`config.mk`:
```
export PLATFORM = sky130hd
export DESIGN_NAME = multi_blink_led
export DESIGN_NICKNAME = d
export VERILOG_FILES = /design/src/rtl/multi_blink_led.sv
export SDC_FILE = /design/constraint.sdc
export NUM_CORES = 1
export LEC_CHECK = 0
export ABC_CLOCK_PERIOD_IN_PS = 2200
export CAP_MARGIN = 25
export CORE_ASPECT_RATIO = 1.4
export CORE_MARGIN = 2
export CORE_UTILIZATION = 50
export DETAILED_ROUTE_END_ITERATION = 16
export DONT_BUFFER_PORTS = 1
export PLACE_DENSITY = 0.68
export SYNTH_ARGS = -nofsm -noshare
export SYNTH_HDL_FRONTEND = slang
export SYNTH_SLANG_ARGS = --single-unit
export TNS_END_PERCENT = 30
```
`constraint.sdc`:
```
create_clock -name clock -period 2.2 [get_ports clock]
set_input_delay 0.66 -clock clock [delete_from_list [all_inputs] [get_ports clock]]
set_output_delay 0.66 -clock clock [all_outputs]
set_load 0.1 [all_outputs]
```
`src/rtl/multi_blink_led.sv`:
```
`default_nettype none
// ============================================================================
// Module   : multi_blink_led
// Purpose  : Independent per-channel LED driver with OFF / ON / BLINK / BURST
//            modes, programmed through a single-cycle write strobe.
// Revision : 1.0 - initial release
// ============================================================================
module multi_blink_led #(
    parameter int CHANNELS = 4,
    parameter int CNT_W    = 26,
    parameter int BURST_W  = 8
) (
    input  logic                clock,
    input  logic                reset_n,
    input  logic                wr_en,
    input  logic [3:0]          wr_ch,
    input  logic [1:0]          wr_mode,
    input  logic [CNT_W-1:0]    wr_half,
    input  logic [BURST_W-1:0]  wr_count,
    output logic [CHANNELS-1:0] led,
    output logic [CHANNELS-1:0] busy,
    output logic [CHANNELS-1:0] done
);

    localparam logic [1:0] MODE_OFF   = 2'b00;
    localparam logic [1:0] MODE_ON    = 2'b01;
    localparam logic [1:0] MODE_BLINK = 2'b10;
    localparam logic [1:0] MODE_BURST = 2'b11;

    for (genvar i = 0; i < CHANNELS; i++) begin : g_ch
        localparam logic [3:0] CH_IDX = 4'(i);

        logic [1:0]         ch_mode;
        logic [CNT_W-1:0]   ch_half;
        logic [CNT_W-1:0]   ch_counter;
        logic [BURST_W-1:0] ch_remaining;
        logic               ch_led;
        logic               ch_done;
        logic               ch_wr;
        logic               ch_running;

        assign ch_wr      = wr_en && (wr_ch == CH_IDX);
        assign ch_running = (ch_mode == MODE_BLINK) || (ch_mode == MODE_BURST);

        always_ff @(posedge clock) begin
            if (!reset_n) begin
                ch_mode      <= MODE_OFF;
                ch_half      <= '0;
                ch_counter   <= '0;
                ch_remaining <= '0;
                ch_led       <= 1'b0;
                ch_done      <= 1'b0;
            end else begin
                ch_done <= 1'b0;
                // A write always wins over a same-cycle terminal event.
                if (ch_wr) begin
                    ch_half      <= wr_half;
                    ch_counter   <= '0;
                    ch_remaining <= wr_count;
                    case (wr_mode)
                        MODE_ON: begin
                            ch_mode <= MODE_ON;
                            ch_led  <= 1'b1;
                        end
                        MODE_BLINK: begin
                            ch_mode <= MODE_BLINK;
                            ch_led  <= 1'b1;
                        end
                        MODE_BURST: begin
                            if (wr_count == '0) begin
                                ch_mode <= MODE_OFF;
                                ch_led  <= 1'b0;
                            end else begin
                                ch_mode <= MODE_BURST;
                                ch_led  <= 1'b1;
                            end
                        end
                        default: begin
                            ch_mode <= MODE_OFF;
                            ch_led  <= 1'b0;
                        end
                    endcase
                end else if (ch_running) begin
                    if (ch_counter == ch_half) begin
                        ch_counter <= '0;
                        ch_led     <= ~ch_led;
                        // Falling edge of a burst pulse consumes one count.
                        if ((ch_mode == MODE_BURST) && ch_led) begin
                            ch_remaining <= ch_remaining - BURST_W'(1);
                            if (ch_remaining == BURST_W'(1)) begin
                                ch_mode <= MODE_OFF;
                                ch_led  <= 1'b0;
                                ch_done <= 1'b1;
                            end
                        end
                    end else begin
                        ch_counter <= ch_counter + CNT_W'(1);
                    end
                end
            end
        end

        assign led[i]  = ch_led;
        assign busy[i] = (ch_mode == MODE_BURST);
        assign done[i] = ch_done;
    end

endmodule
`default_nettype wire

```
==> metrics.yaml <==
finClkSkew_ns: 0.009986
combPwrFrac: 0.044
holdBufCountCts: 0
post-route-period-util: 0.9903
drive_above_1_share: 0.1035
grt_antenna_before_repair: 0
die_height_um: 187.5
cp_cell_sequence: "buf_4, and2_2, buf_12"
total_power_mw: 9.784
synth-seq-cells: 256
criticalPathCategory: "reg -> out"
fmax_mhz: 459.0
tightest_slew_ns: 0.4837
intPower_mw: 7.598
synth_ff_type: "dfxtp_1"
num-fill-cells: 2192
grt_max_degree: 69
rows: 67
timing.final.ws_setup_ns: 0.02143
r2r_cells: 7
fin_util: 0.5821
yosysWarnings: 0
grt_usage: 0.2583
crit_path_max_fanout: 7
netSwitchingFraction: 0.2234
cap_violations: 0
startpoint: "g_ch[0].ch_mode[1]$_SDFFE_PN0P_"
htree_levels: 1
setup_viol: 0
min_period_ns: 2.179
relSlewSlack: 0.6768
antenna_left: 0
clkPwrFrac: 0.475
grt_pass1_vias: 9932
crit_path_start_kind: "flip-flop"
synth_common_cells: "nand2_1, dfxtp_1, nor2_1, xnor2_1, a21oi_1"
dieArea_um2: 25320
max_stage_delay_ns: 0.39
rr_startpoint: "g_ch[3].ch_counter[24]$_SDFFE_PP0P_"
drtPass1Iterations: 5
remaining_drc_errors: 0
grt_pass1_wl_mm: 52.21
slew_violations: 0
max-vdd-ir-drop_mv: 0.5607
synth-edff-count: 0
syn_area_um2: 12020
leakage_nw: 5.151
gp_congestion: 0.8739
yosys.cell_count.top_type: "nand2_1"
final_nets: 1563
grt_overflow_total: 0
syn_to_final_growth_pct: 15.29
drt_wl_total_mm: 32.79
core_area_um2: 23810
ys_async_sr_fraction: 0
yosys.area.top_type: "dfxtp_1"
cts_tree: "yes"
cts-root-buf: "clkbuf_16"
dr.first_iter.drc_count: 718
holdPathStages: 2
io_pins: 55
multi_input_area_um2: 6536
wire_per_inst_um: 17.86
yosysSeqAreaShare: 0.4263
initial_core_util: 0.5049
postSynthCellCount: 1466
via_per_inst: 5.531
synth_fp_nets: 1523
status: "completed"
clk_path_buf_depth: 3
path_clk_slew_ns: 0.06
synth_area_leaders: "dfxtp_1, xnor2_1, nand2_1, xor2_1, nor2_1"
hold_start: "reset_n"
p_seq_frac: 0.481
port_buffers: 0
cp_data_arrival_time_ns: 1.52
yosys.area.top_type_share: 0.4263
place_worst_setup_slack_ns: 0.02005
worstHoldPathType: "in -> reg"
cp-end-kind: "output port"
die_x_um: 135.1
cts_num_sinks: 256
register_area_um2: 5129
postSynthAreaPerCell_um2: 8.200
clk_latency_ns: 0.53
powerDensity_nw_per_um2: 706.0
crit_slowest_cell: "dfxtp_1"
hold_violations: 0
n_antenna_cell: 0
vias: 10154
worstPathRequired_ns: 1.54
cts_buffers: 26
switchingPower_mw: 2.186
setup_tns_ns: 0
dp_hpwl_mm: 23.17
synth_cell_types: 52
-- layer usage --
metal / vias to the layer above / share of wire / global-route usage / wire length, µm
li1: 5017 / - / - / -
met1: 4859 / 0.41 / 0.3190 / 13480
met2: 218 / 0.52 / 0.4631 / 16890
met3: 60 / 0.043 / 0.02927 / 1409
met4: 0 / 0.031 / 0.08694 / 1009
met5: - / 0 / 0 / 0
-- area by class of cell --
cell class	instances	area share
clock inverters	13	0.01110
well taps	310	0.02799
clock buffers	35	0.05453
repair buffers	89	0.05832
flip-flops and latches	256	0.3700
inverters	23	0.006410
multi-input cells	1110	0.4716
-- critical path, delay by kind of cell (launching register included) --
kind / cells / cell delay, ns
simple gates: 1 / 0.22
flops: 1 / 0.39
buf+inv: 2 / 0.38
-- sequential cells by signal, indices dropped and copies added, names as in the netlist --
register and flops:
g_ch.ch_remaining 32, g_ch.ch_mode 8, g_ch.ch_led 4, g_ch.ch_done 4
g_ch.ch_counter 104, g_ch.ch_half 104
-- power groups by stage --
stage	clock, mW	sequential [mW]	combinational (mW)
final	4.65	4.71	0.428
after global routing	4.89	4.71	0.463
after detailed placement	0	4.81	0.416
after floorplan	0	4.80	0.284
after CTS	4.71	4.71	0.420
after global placement	0	4.81	0.412
-- cell usage in the layout (no fill, tap or decap), drive strengths merged, types with 4 or more instances in the layout --
| cell type | netlist | routed |
|---|---|---|
| nor2 | 163 | 163 |
| nor2b | 8 | 8 |
| and4 | 9 | 9 |
| nor3b | 5 | 5 |
| a31oi | 8 | 8 |
| or4 | 4 | 4 |
| or2 | 5 | 5 |
| o22ai | 14 | 14 |
| mux2i | 20 | 20 |
| inv | 23 | 23 |
| and2 | 13 | 13 |
| or3 | 11 | 11 |
| nor4 | 20 | 20 |
| nor3 | 23 | 23 |
| xor2 | 93 | 93 |
| a211oi | 7 | 7 |
| and3 | 24 | 24 |
| o31ai | 4 | 4 |
| nand3 | 41 | 41 |
| nor4b | 4 | 4 |
| clkinvlp | 0 | 4 |
| nand4 | 61 | 61 |
| xnor2 | 122 | 122 |
| clkbuf | 64 | 35 |
| buf | 13 | 89 |
| nand2 | 277 | 277 |
| dfxtp | 256 | 256 |
| ha | 14 | 14 |
| o21ai | 17 | 17 |
| a21oi | 117 | 117 |
| clkinv | 0 | 6 |
-- worst paths after layout --
kind	to	slack, ns
worst max-delay path	busy[0]	0.02
worst min register to register	g_ch[2].ch_half[0]$_SDFFE_PN0P_	0.47
worst max register to register	g_ch[3].ch_remaining[7]$_SDFFE_PN0P_	0.12
worst min-delay path	g_ch[0].ch_led$_SDFFE_PN0P_	0.26
-- stage by stage --
step | area [µm²] | cells | hold slack [ns]
global placement | 12860 | 1786 | 0.4536
CTS | 13790 | 1834 | 0.2379
finish | 13860 | 1836 | 0.2557
detailed placement | 12860 | 1786 | 0.4606
global route | 13860 | 1836 | 0.2473
floorplan | 12020 | 1466 | 0.4478
-- cell families (layout without fill, tap and decap cells) --
logic type | Yosys count | in the layout | share of synthesized area
mux | 21 | 21 | 0.01759
fa+ha+maj | 14 | 14 | 0.01457
xor+xnor | 215 | 215 | 0.1566
flops | 256 | 256 | 0.4263
simple gates | 677 | 677 | 0.2646
buf+inv | 100 | 160 | 0.03424
compound gates | 183 | 183 | 0.08607
-- repair_timing --
action	4_1_cts	5_1_grt
buffers inserted	0	2
endpoints found under the setup margin	4	12
gates resized for setup	5	11
gates cloned	0	0
pin swaps	0	6
(Power assumes the default switching activity.)
